`config.mk`:
```
export PLATFORM = sky130hd
export DESIGN_NAME = claw_drop_sequencer
export DESIGN_NICKNAME = d
export VERILOG_FILES = /design/src/rtl/claw_pkg.sv /design/src/rtl/claw_drop_sequencer_debouncer.sv /design/src/rtl/claw_drop_sequencer.sv
export SDC_FILE = /design/constraint.sdc
export NUM_CORES = 1
export LEC_CHECK = 0
export BUFFER_PORTS_ARGS = -buffer_cell sky130_fd_sc_hd__buf_4
export CELL_PAD_IN_SITES_DETAIL_PLACEMENT = 0
export CELL_PAD_IN_SITES_GLOBAL_PLACEMENT = 1
export CORE_MARGIN = 1
export CORE_UTILIZATION = 44
export DETAILED_ROUTE_END_ITERATION = 10
export PLACE_DENSITY = 0.83
export SYNTH_ARGS = -nofsm -noshare
export SYNTH_HDL_FRONTEND = slang
export SYNTH_SLANG_ARGS = --single-unit
```
`constraint.sdc`:
```
create_clock -name CLK100MHZ -period 2.2 [get_ports CLK100MHZ]
set_input_delay 0.44 -clock CLK100MHZ [delete_from_list [all_inputs] [get_ports CLK100MHZ]]
set_output_delay 0.44 -clock CLK100MHZ [all_outputs]
set_load 0.005 [all_outputs]
```
`src/rtl/claw_pkg.sv`:
```
// claw_pkg: shared definitions for the claw machine motion controllers
package claw_pkg;

    typedef enum logic [2:0] {
        IDLE  = 3'd0,
        LOWER = 3'd1,
        GRAB  = 3'd2,
        RAISE = 3'd3,
        DONE  = 3'd4
    } vstate_e;

    // Full-step coil patterns {jc1,jc2,jc3,jc4}, entry 0 in the low nibble
    localparam logic [3:0][3:0] COIL_TABLE = {4'b0101, 4'b0110, 4'b1010, 4'b1001};

    localparam int STEP_DIV_DEFAULT = 1_000_000;

    function automatic logic [3:0] coil_bits(input logic [1:0] phase);
        return COIL_TABLE[phase];
    endfunction

endpackage

```
`src/rtl/claw_drop_sequencer_debouncer.sv`:
```
// button_debouncer: synchronise a raw button, filter bounce, pulse once per debounced rise
module button_debouncer #(
    parameter int DEBOUNCE_CYCLES = 1_000_000
) (
    input  logic CLK100MHZ,
    input  logic CPU_RESETN,
    input  logic btn,
    output logic press
);
    localparam int CW = DEBOUNCE_CYCLES > 1 ? $clog2(DEBOUNCE_CYCLES) : 1;
    localparam logic [CW-1:0] CNT_LAST = CW'(DEBOUNCE_CYCLES - 1);

    logic [1:0]    sync;
    logic          level;
    logic [CW-1:0] cnt;
    logic          settle;

    assign settle = (sync[1] != level) && (cnt == CNT_LAST);

    // Level follows the synchronised input only after it has differed for DEBOUNCE_CYCLES in a row
    always_ff @(posedge CLK100MHZ or negedge CPU_RESETN) begin
        if (!CPU_RESETN) begin
            sync  <= 2'b00;
            level <= 1'b0;
            cnt   <= '0;
            press <= 1'b0;
        end else begin
            sync  <= {sync[0], btn};
            cnt   <= (sync[1] == level || settle) ? '0 : cnt + 1'b1;
            level <= settle ? sync[1] : level;
            press <= settle && sync[1];
        end
    end

endmodule

```
`src/rtl/claw_drop_sequencer.sv`:
```
// claw_drop_sequencer: vertical axis drop, grab, dwell and raise controller
module claw_drop_sequencer
    import claw_pkg::*;
#(
    parameter int STEP_DIV        = STEP_DIV_DEFAULT,
    parameter int DROP_STEPS      = 2048,
    parameter int GRAB_CYCLES     = 100_000_000,
    parameter int DEBOUNCE_CYCLES = 1_000_000
) (
    input  logic CLK100MHZ,
    input  logic CPU_RESETN,
    input  logic game_active,
    input  logic drop_btn,
    output logic claw_dropped,
    output logic claw_up,
    output logic grab,
    output logic jc1,
    output logic jc2,
    output logic jc3,
    output logic jc4,
    output logic busy
);
    localparam int SW = $clog2(DROP_STEPS + 1);
    localparam int DW = STEP_DIV > 1 ? $clog2(STEP_DIV) : 1;
    localparam int TW = GRAB_CYCLES > 1 ? $clog2(GRAB_CYCLES) : 1;
    localparam logic [DW-1:0] DIV_LAST   = DW'(STEP_DIV - 1);
    localparam logic [TW-1:0] GRAB_LAST  = TW'(GRAB_CYCLES - 1);
    localparam logic [SW-1:0] DOWN_LAST  = SW'(DROP_STEPS - 1);
    localparam logic [SW-1:0] UP_LAST    = SW'(1);

    vstate_e       state, state_n;
    logic [1:0]    phase, phase_n;
    logic [SW-1:0] step_cnt, step_n;
    logic [DW-1:0] div, div_n;
    logic [TW-1:0] timer, timer_n;
    logic          drop_used, used_n;
    logic          grab_n;
    logic          press;
    logic          tick;

    button_debouncer #(
        .DEBOUNCE_CYCLES(DEBOUNCE_CYCLES)
    ) u_drop_debounce (
        .CLK100MHZ (CLK100MHZ),
        .CPU_RESETN(CPU_RESETN),
        .btn       (drop_btn),
        .press     (press)
    );

    assign tick = (div == DIV_LAST);

    // Next state, step position, timers and one-drop-per-game bookkeeping
    always_comb begin
        state_n = state;
        phase_n = phase;
        step_n  = step_cnt;
        div_n   = div;
        timer_n = timer;
        used_n  = drop_used;
        grab_n  = grab;
        case (state)
            IDLE: begin
                if (!game_active) begin
                    used_n = 1'b0;
                    grab_n = 1'b0;
                end else if (press && !drop_used) begin
                    state_n = LOWER;
                    used_n  = 1'b1;
                    div_n   = '0;
                end
            end
            LOWER: begin
                div_n = tick ? '0 : div + 1'b1;
                if (tick) begin
                    phase_n = phase + 2'd1;
                    step_n  = step_cnt + 1'b1;
                    if (step_cnt == DOWN_LAST) begin
                        state_n = GRAB;
                        timer_n = '0;
                        grab_n  = 1'b1;
                    end
                end
            end
            GRAB: begin
                timer_n = (timer == GRAB_LAST) ? '0 : timer + 1'b1;
                if (timer == GRAB_LAST) begin
                    state_n = RAISE;
                    div_n   = '0;
                end
            end
            RAISE: begin
                div_n = tick ? '0 : div + 1'b1;
                if (tick) begin
                    phase_n = phase - 2'd1;
                    step_n  = step_cnt - 1'b1;
                    state_n = (step_cnt == UP_LAST) ? DONE : RAISE;
                end
            end
            DONE: begin
                state_n = IDLE;
                grab_n  = game_active ? grab : 1'b0;
            end
            default: state_n = IDLE;
        endcase
    end

    // State registers, with outputs registered from the next-state values so they align with state
    always_ff @(posedge CLK100MHZ or negedge CPU_RESETN) begin
        if (!CPU_RESETN) begin
            state               <= IDLE;
            phase               <= 2'd0;
            step_cnt            <= '0;
            div                 <= '0;
            timer               <= '0;
            drop_used           <= 1'b0;
            grab                <= 1'b0;
            claw_dropped        <= 1'b1;
            claw_up             <= 1'b0;
            busy                <= 1'b0;
            {jc1, jc2, jc3, jc4} <= 4'b0000;
        end else begin
            state               <= state_n;
            phase               <= phase_n;
            step_cnt            <= step_n;
            div                 <= div_n;
            timer               <= timer_n;
            drop_used           <= used_n;
            grab                <= grab_n;
            claw_dropped        <= (state_n == IDLE);
            claw_up             <= (state_n == DONE);
            busy                <= (state_n != IDLE);
            {jc1, jc2, jc3, jc4} <= (state_n inside {LOWER, GRAB, RAISE}) ? coil_bits(phase_n) : 4'b0000;
        end
    end

endmodule

```
; ---- After elaboration in Yosys (flattened, before gate mapping)
; Cells that the tools add are included.
[classes]
magnitude_cmp = 1
n_eq_ne = 23
n_mux = 33
n_reduce_logical = 20
add_sub_neg = 7
[ops]
columns = cell, n
row1 = two-way mux 20 bit, 5
row2 = two-way mux 27 bit, 3
row3 = case mux 20 bit (3 select lines), 1
row4 = case mux 27 bit (2 select lines), 1
row5 = "adder 20 x 1 -> 20 bit, second input constant", 2
row6 = "== test 20 bit, second input constant", 2
row7 = "adder 27 x 1 -> 27 bit, second input constant", 1
row8 = "== test 27 bit, second input constant", 1
row9 = two-way mux 12 bit, 2
row10 = case mux 12 bit (2 select lines), 1
row11 = two-way mux 3 bit, 7
row12 = "inequality test 2 bit, second input constant", 7
row13 = "adder 12 x 1 -> 12 bit, second input constant", 1
row14 = "== test 12 x 1 -> 1 bit, second input constant", 1
row15 = "== test 12 x 11 -> 1 bit, second input constant", 1
row16 = "== test 3 x 2 -> 1 bit, second input constant", 4
row17 = case mux 3 bit (4 select lines), 1
row18 = "subtractor 12 x 1 -> 12 bit, second input constant", 1
row19 = nonzero test 3 bit, 3
row20 = binary-select mux 4 bit (select 2 bit), 1
row21 = two-way mux 4 bit, 2
row22 = AND reduction 4 bit, 2
row23 = "== test 3 x 1 -> 1 bit, second input constant", 2
row24 = "== test 3 bit, second input constant", 2
row25 = 18 further kinds, 30
[word_totals]
in_bits = 4
regBits = 97

; ---- Depth between registers and ports, before layout
[logic_depth]
word_depth = 8
depth_mapped = 8
mapped_depth_nobuf = 7

; ---- Modules after synthesis
; A second synthesis with hierarchy kept.
[unflattened]
cells_unflattened = 591
area_unflattened_um2 = 5501.5
[modules_own_cells]
columns = mod, instances, area_per_inst_um2, cells_per_inst
row1 = claw_drop_sequencer, 1, 4372.9, 482
row2 = button_debouncer, 1, 1128.6, 109

; ---- Worst setup path after synthesis
; OpenSTA, ideal clock, no wires.
[synth_path]
path_kind = flip-flop to flip-flop
start = reg div[12]
end = reg timer[21]
setup_slack_ns = -0.078
setup_ns = 0.124
t_arrival_ns = 2.154
period_less_slack_ns = 2.278
stages_incl_launch_ff = 8
path_cell_list = dfrtp_1 buf_6 or4_4 nor4_4 nand4_4 and2_4 buf_6 a211o_1
[synth_between]
elab_chain_len = 3
[synth_lines]
columns = element, line_no
row1 = from (decl), claw_drop_sequencer.sv:34  ; logic [DW-1:0] div, div_n;
row2 = from (signal assigned), claw_drop_sequencer.sv:125  ; div <= div_n;
row3 = == test 20 bit, claw_drop_sequencer.sv:50  ; assign tick = (div == DIV_LAST);
row4 = inequality test 2 bit (no line), --
row5 = AND reduction 3 bit (no line), --
row6 = to (signal assigned), claw_drop_sequencer.sv:126  ; timer <= timer_n;
row7 = to (decl), claw_drop_sequencer.sv:35  ; logic [TW-1:0] timer, timer_n;
; No other way between the ends.
; A chain may end at the register's enable or synchronous reset.

; ---- Worst setup path after layout
[layout_path]
start = reg div[7]
end = reg jc4
[layout_between]
elab_chain_len = 6
elab_cells_between_ends = 14
[layout_lines]
columns = element, line_no
row1 = == test 20 bit (*), claw_drop_sequencer.sv:50
row2 = "two-way mux 3 bit, or another cell as far along", claw_drop_sequencer.sv:93  ; if (tick) begin
row3 = case mux 3 bit (4 select lines) or case mux 2 bit (2 select lines) (tied branches), claw_drop_sequencer.sv:61  ; case (state)
row4 = "== test 3 x 1 -> 1 bit, or another cell as far along", claw_drop_sequencer.sv:132  ; {jc1, jc2, jc3, jc4} <= (state_n inside {LOWER, GRAB, RAISE}) ? coil_bits(phase_n) : 4'b0000;
row5 = nonzero test 3 bit or two-way mux 4 bit (tied branches), "claw_drop_sequencer.sv:132, claw_pkg.sv:18"
row6 = two-way mux 4 bit (*), claw_drop_sequencer.sv:132
row7 = to (signal assigned), claw_drop_sequencer.sv:132
row8 = to (decl), claw_drop_sequencer.sv:20  ; output logic jc4,
; Mark *: on every way between the ends. The rest lies on a longest branch, timed or not. The select of a mux whose other input is x is not followed.

==> metrics.cfg <==
[global_routing]
antenna_found_initial=0
grt_start_max_net_pins=44
globalRoute.totalOverflow=0
grt_usage_pct=20.8
grt_pass1_vias=4219
grt_pass1_wl_um=20500

[clock_tree]
cts_tree=built
cts.sinks=97
cts_root_buf=clkbuf_16
clk_pin_slew_worst_paths_ns=0.07
htreeDepth=3
cts_made_buffers=9
ctsHoldBuffers=0
insertion_delay_ns=0.35
clk_path_buf_depth=2
postCtsSetupBuffers=0

[routing]
wl_per_cell_um=16.2
finalWirelength_um=12100
dr.max_layer_used=met4
met2_length_um=5830
met3_length_um=496
ant_nets=0
via_count=4420
drc=4
met1Wirelength_um=5620
drt-initial-drc-count=336
vias_per_cell=5.91
drt-pass1-iter-count=8

[floorplan]
core_area_um2=11500
start_util_pct=45.4
die_width_um=111
die_h_um=111
rows=39
io_pins=12
dieArea_um2=12300

[logic_synthesis]
synth_cells=558
synth-edff-count=0
synth.most_common_cell=dfrtp_1
ys.flop_type=dfrtp_1
syn_area_um2=5230
avgSynthCellArea_um2=9.37
yosys_register_bits=97
synth_commonest_cells=dfrtp_1, nor2_1, nand3_1
yosysWarnings=0
synth.distinct_cells=63
syn_nets=568
ys_seq_area_share_pct=46.5
synth.area.top_cells=dfrtp_1, nand3_1, xnor2_1, nor2_1, xor2_1
yosys.area.top_type_share_pct=46.0
synthArstFlopShare_pct=100
yosys.area.top_type=dfrtp_1

[final_layout]
area_growth_pct=18.0
fin_nets=610
final_core_util_pct=53.6
final_area_um2=6170
drive_gt1_share_pct=16.9
antenna_cells=0
layout.cells.non_filler=748

[timing]
setup_viol=0
fmax_ghz=0.463
finalHoldViolations=0
rsz0062_at_grt=yes
tightestPinTransition_ns=0.666
setup_ws_ns=0.0407
finalCritPeriodShare_pct=98.2
clock-skew-final_ns=0.00810
fin_crit_ns=2.16
relSlewSlack_pct=55.5
finalMaxSlewViolations=0

[worst_hold_path]
hp-class=input pin to async pin

[worst_setup_path]
worst-r2r-setup-slack_ns=0.04
rr_worst_depth=5
endpoint_kind=register
startpoint_type=register
path_max_fanout=4
critPathKind=register to register
r2r_end=jc4$_DFF_PN0_
worstPathArrival_ns=2.40
crit_required_ns=2.44
r2r-start=div[7]$_DFFE_PN0P_

[placed_design]
dpl_worst_slack_ns=-0.118
place.port_buffers=11
gp_congestion=0.878
placed_cell_area_um2=5760
placed_cells=732
place.detailed.hpwl_um=8340

[power]
total_leakage_power_nw=2.62
power_per_cell_area_nw_per_um2=571
max-vdd-ir-drop_v=0.000433

[status]
status=finished, violations left
violations=DRC

[job]
maxCapViolations=0

==> cells by family after synthesis <==
kind of cell / synth area share (%)
multiplexers: 1.17
flip-flops: 46.5
adder cells (fa/ha/maj): 1.44
XOR/XNOR: 6.70
buffers and inverters: 4.07
AO/OA/AOI/OAI: 15.6
AND/OR/NAND/NOR: 24.6
==> sequential cells by signal (all words and copies together) (netlist names), 2 cells and up <==
register / flops
u_drop_debounce.cnt: 20
state: 3
div: 20
u_drop_debounce.sync: 2
timer: 27
phase: 2
step_cnt: 12
==> layout make-up <==
class | count | area [um^2]
multi-input cells | 409 | 2690
repair buffers | 58 | 464
fillers | 1033 | 5350
flip-flops and latches | 97 | 2430
clock buffers | 11 | 253
clock inverters | 5 | 61.3
inverters | 25 | 93.8
well taps | 143 | 179
==> timing repair <==
action	in CTS	in global routing
setup endpoints to repair	11	32
pin swaps	1	3
gates cloned	0	0
gates resized for setup	6	11
hold endpoints to repair	0	0
==> metrics by stage <==
stage | power [mW] | TNS (ns) | hold slack [ns]
2_1_floorplan | 1.84 | -0.129 | 0.144
3_3_place_gp | 1.90 | 0 | 0.339
3_5_place_dp | 1.90 | -0.360 | 0.340
4_1_cts | 3.56 | 0 | 0.0895
5_1_grt | 3.64 | -0.0115 | 0.110
6_report | 3.52 | 0 | 0.0818
==> power by group <==
group | switching, mW | internal, mW
clock network | 0.712 | 0.950
logic | 0.0471 | 0.0168
registers | 0.00751 | 1.79
==> critical path, stage by stage, from the launching register on <==
cell	delay, ns
dfrtp_1	0.38
or4_4	0.55
or4_4	0.48
o31a_1	0.27
o21a_1	0.18
o21ba_2	0.19
==> placed cells by master, fill, tap and decap left out, drive strengths merged, types with 3 or more instances in the layout <==
master	synthesis	routed
dfrtp	96	96
buf	6	58
nor2	47	47
nand3	42	42
nand2	31	31
nor3	26	26
inv	24	25
o21ai	24	24
xnor2	22	22
a31oi	22	22
a21oi	22	22
xor2	18	18
nand4	17	17
nor4	16	16
and3	14	14
a22oi	11	11
clkbuf	21	11
or3	10	10
a41oi	7	7
a22o	6	6
ha	6	6
or4	6	6
and4	5	5
a2bb2oi	5	5
mux2i	5	5
nand2b	4	4
or2	4	4
o21bai	4	4
and2	4	4
clkinv	1	4
a21o	3	3
==> how the worst max path moves through the flow <==
stage | from | end | slack (ns) | cells after the start
4_1_cts | div[7]$_DFFE_PN0P_ | timer[17]$_DFFE_PN0P_ | 0.003 | 7
3_5_place_dp | div[0]$_DFFE_PN0P_ | div[19]$_DFFE_PN0P_ | -0.12 | 6
5_1_grt | div[7]$_DFFE_PN0P_ | jc4$_DFF_PN0_ | -0.01 | 5
6_report | div[7]$_DFFE_PN0P_ | jc4$_DFF_PN0_ | 0.04 | 5
2_1_floorplan | div[7]$_DFFE_PN0P_ | timer[21]$_DFFE_PN0P_ | -0.04 | 6
3_3_place_gp | div[7]$_DFFE_PN0P_ | step_cnt[10]$_DFFE_PN0P_ | 0.001 | 5
==> layer usage <==
metal  GRT usage [%]  up-vias
met5               0        -
met4            7.21        0
met3            5.14       13
met2            33.3       85
met1            27.3     2192
li1                -     2130
(Power assumes the default switching activity.)
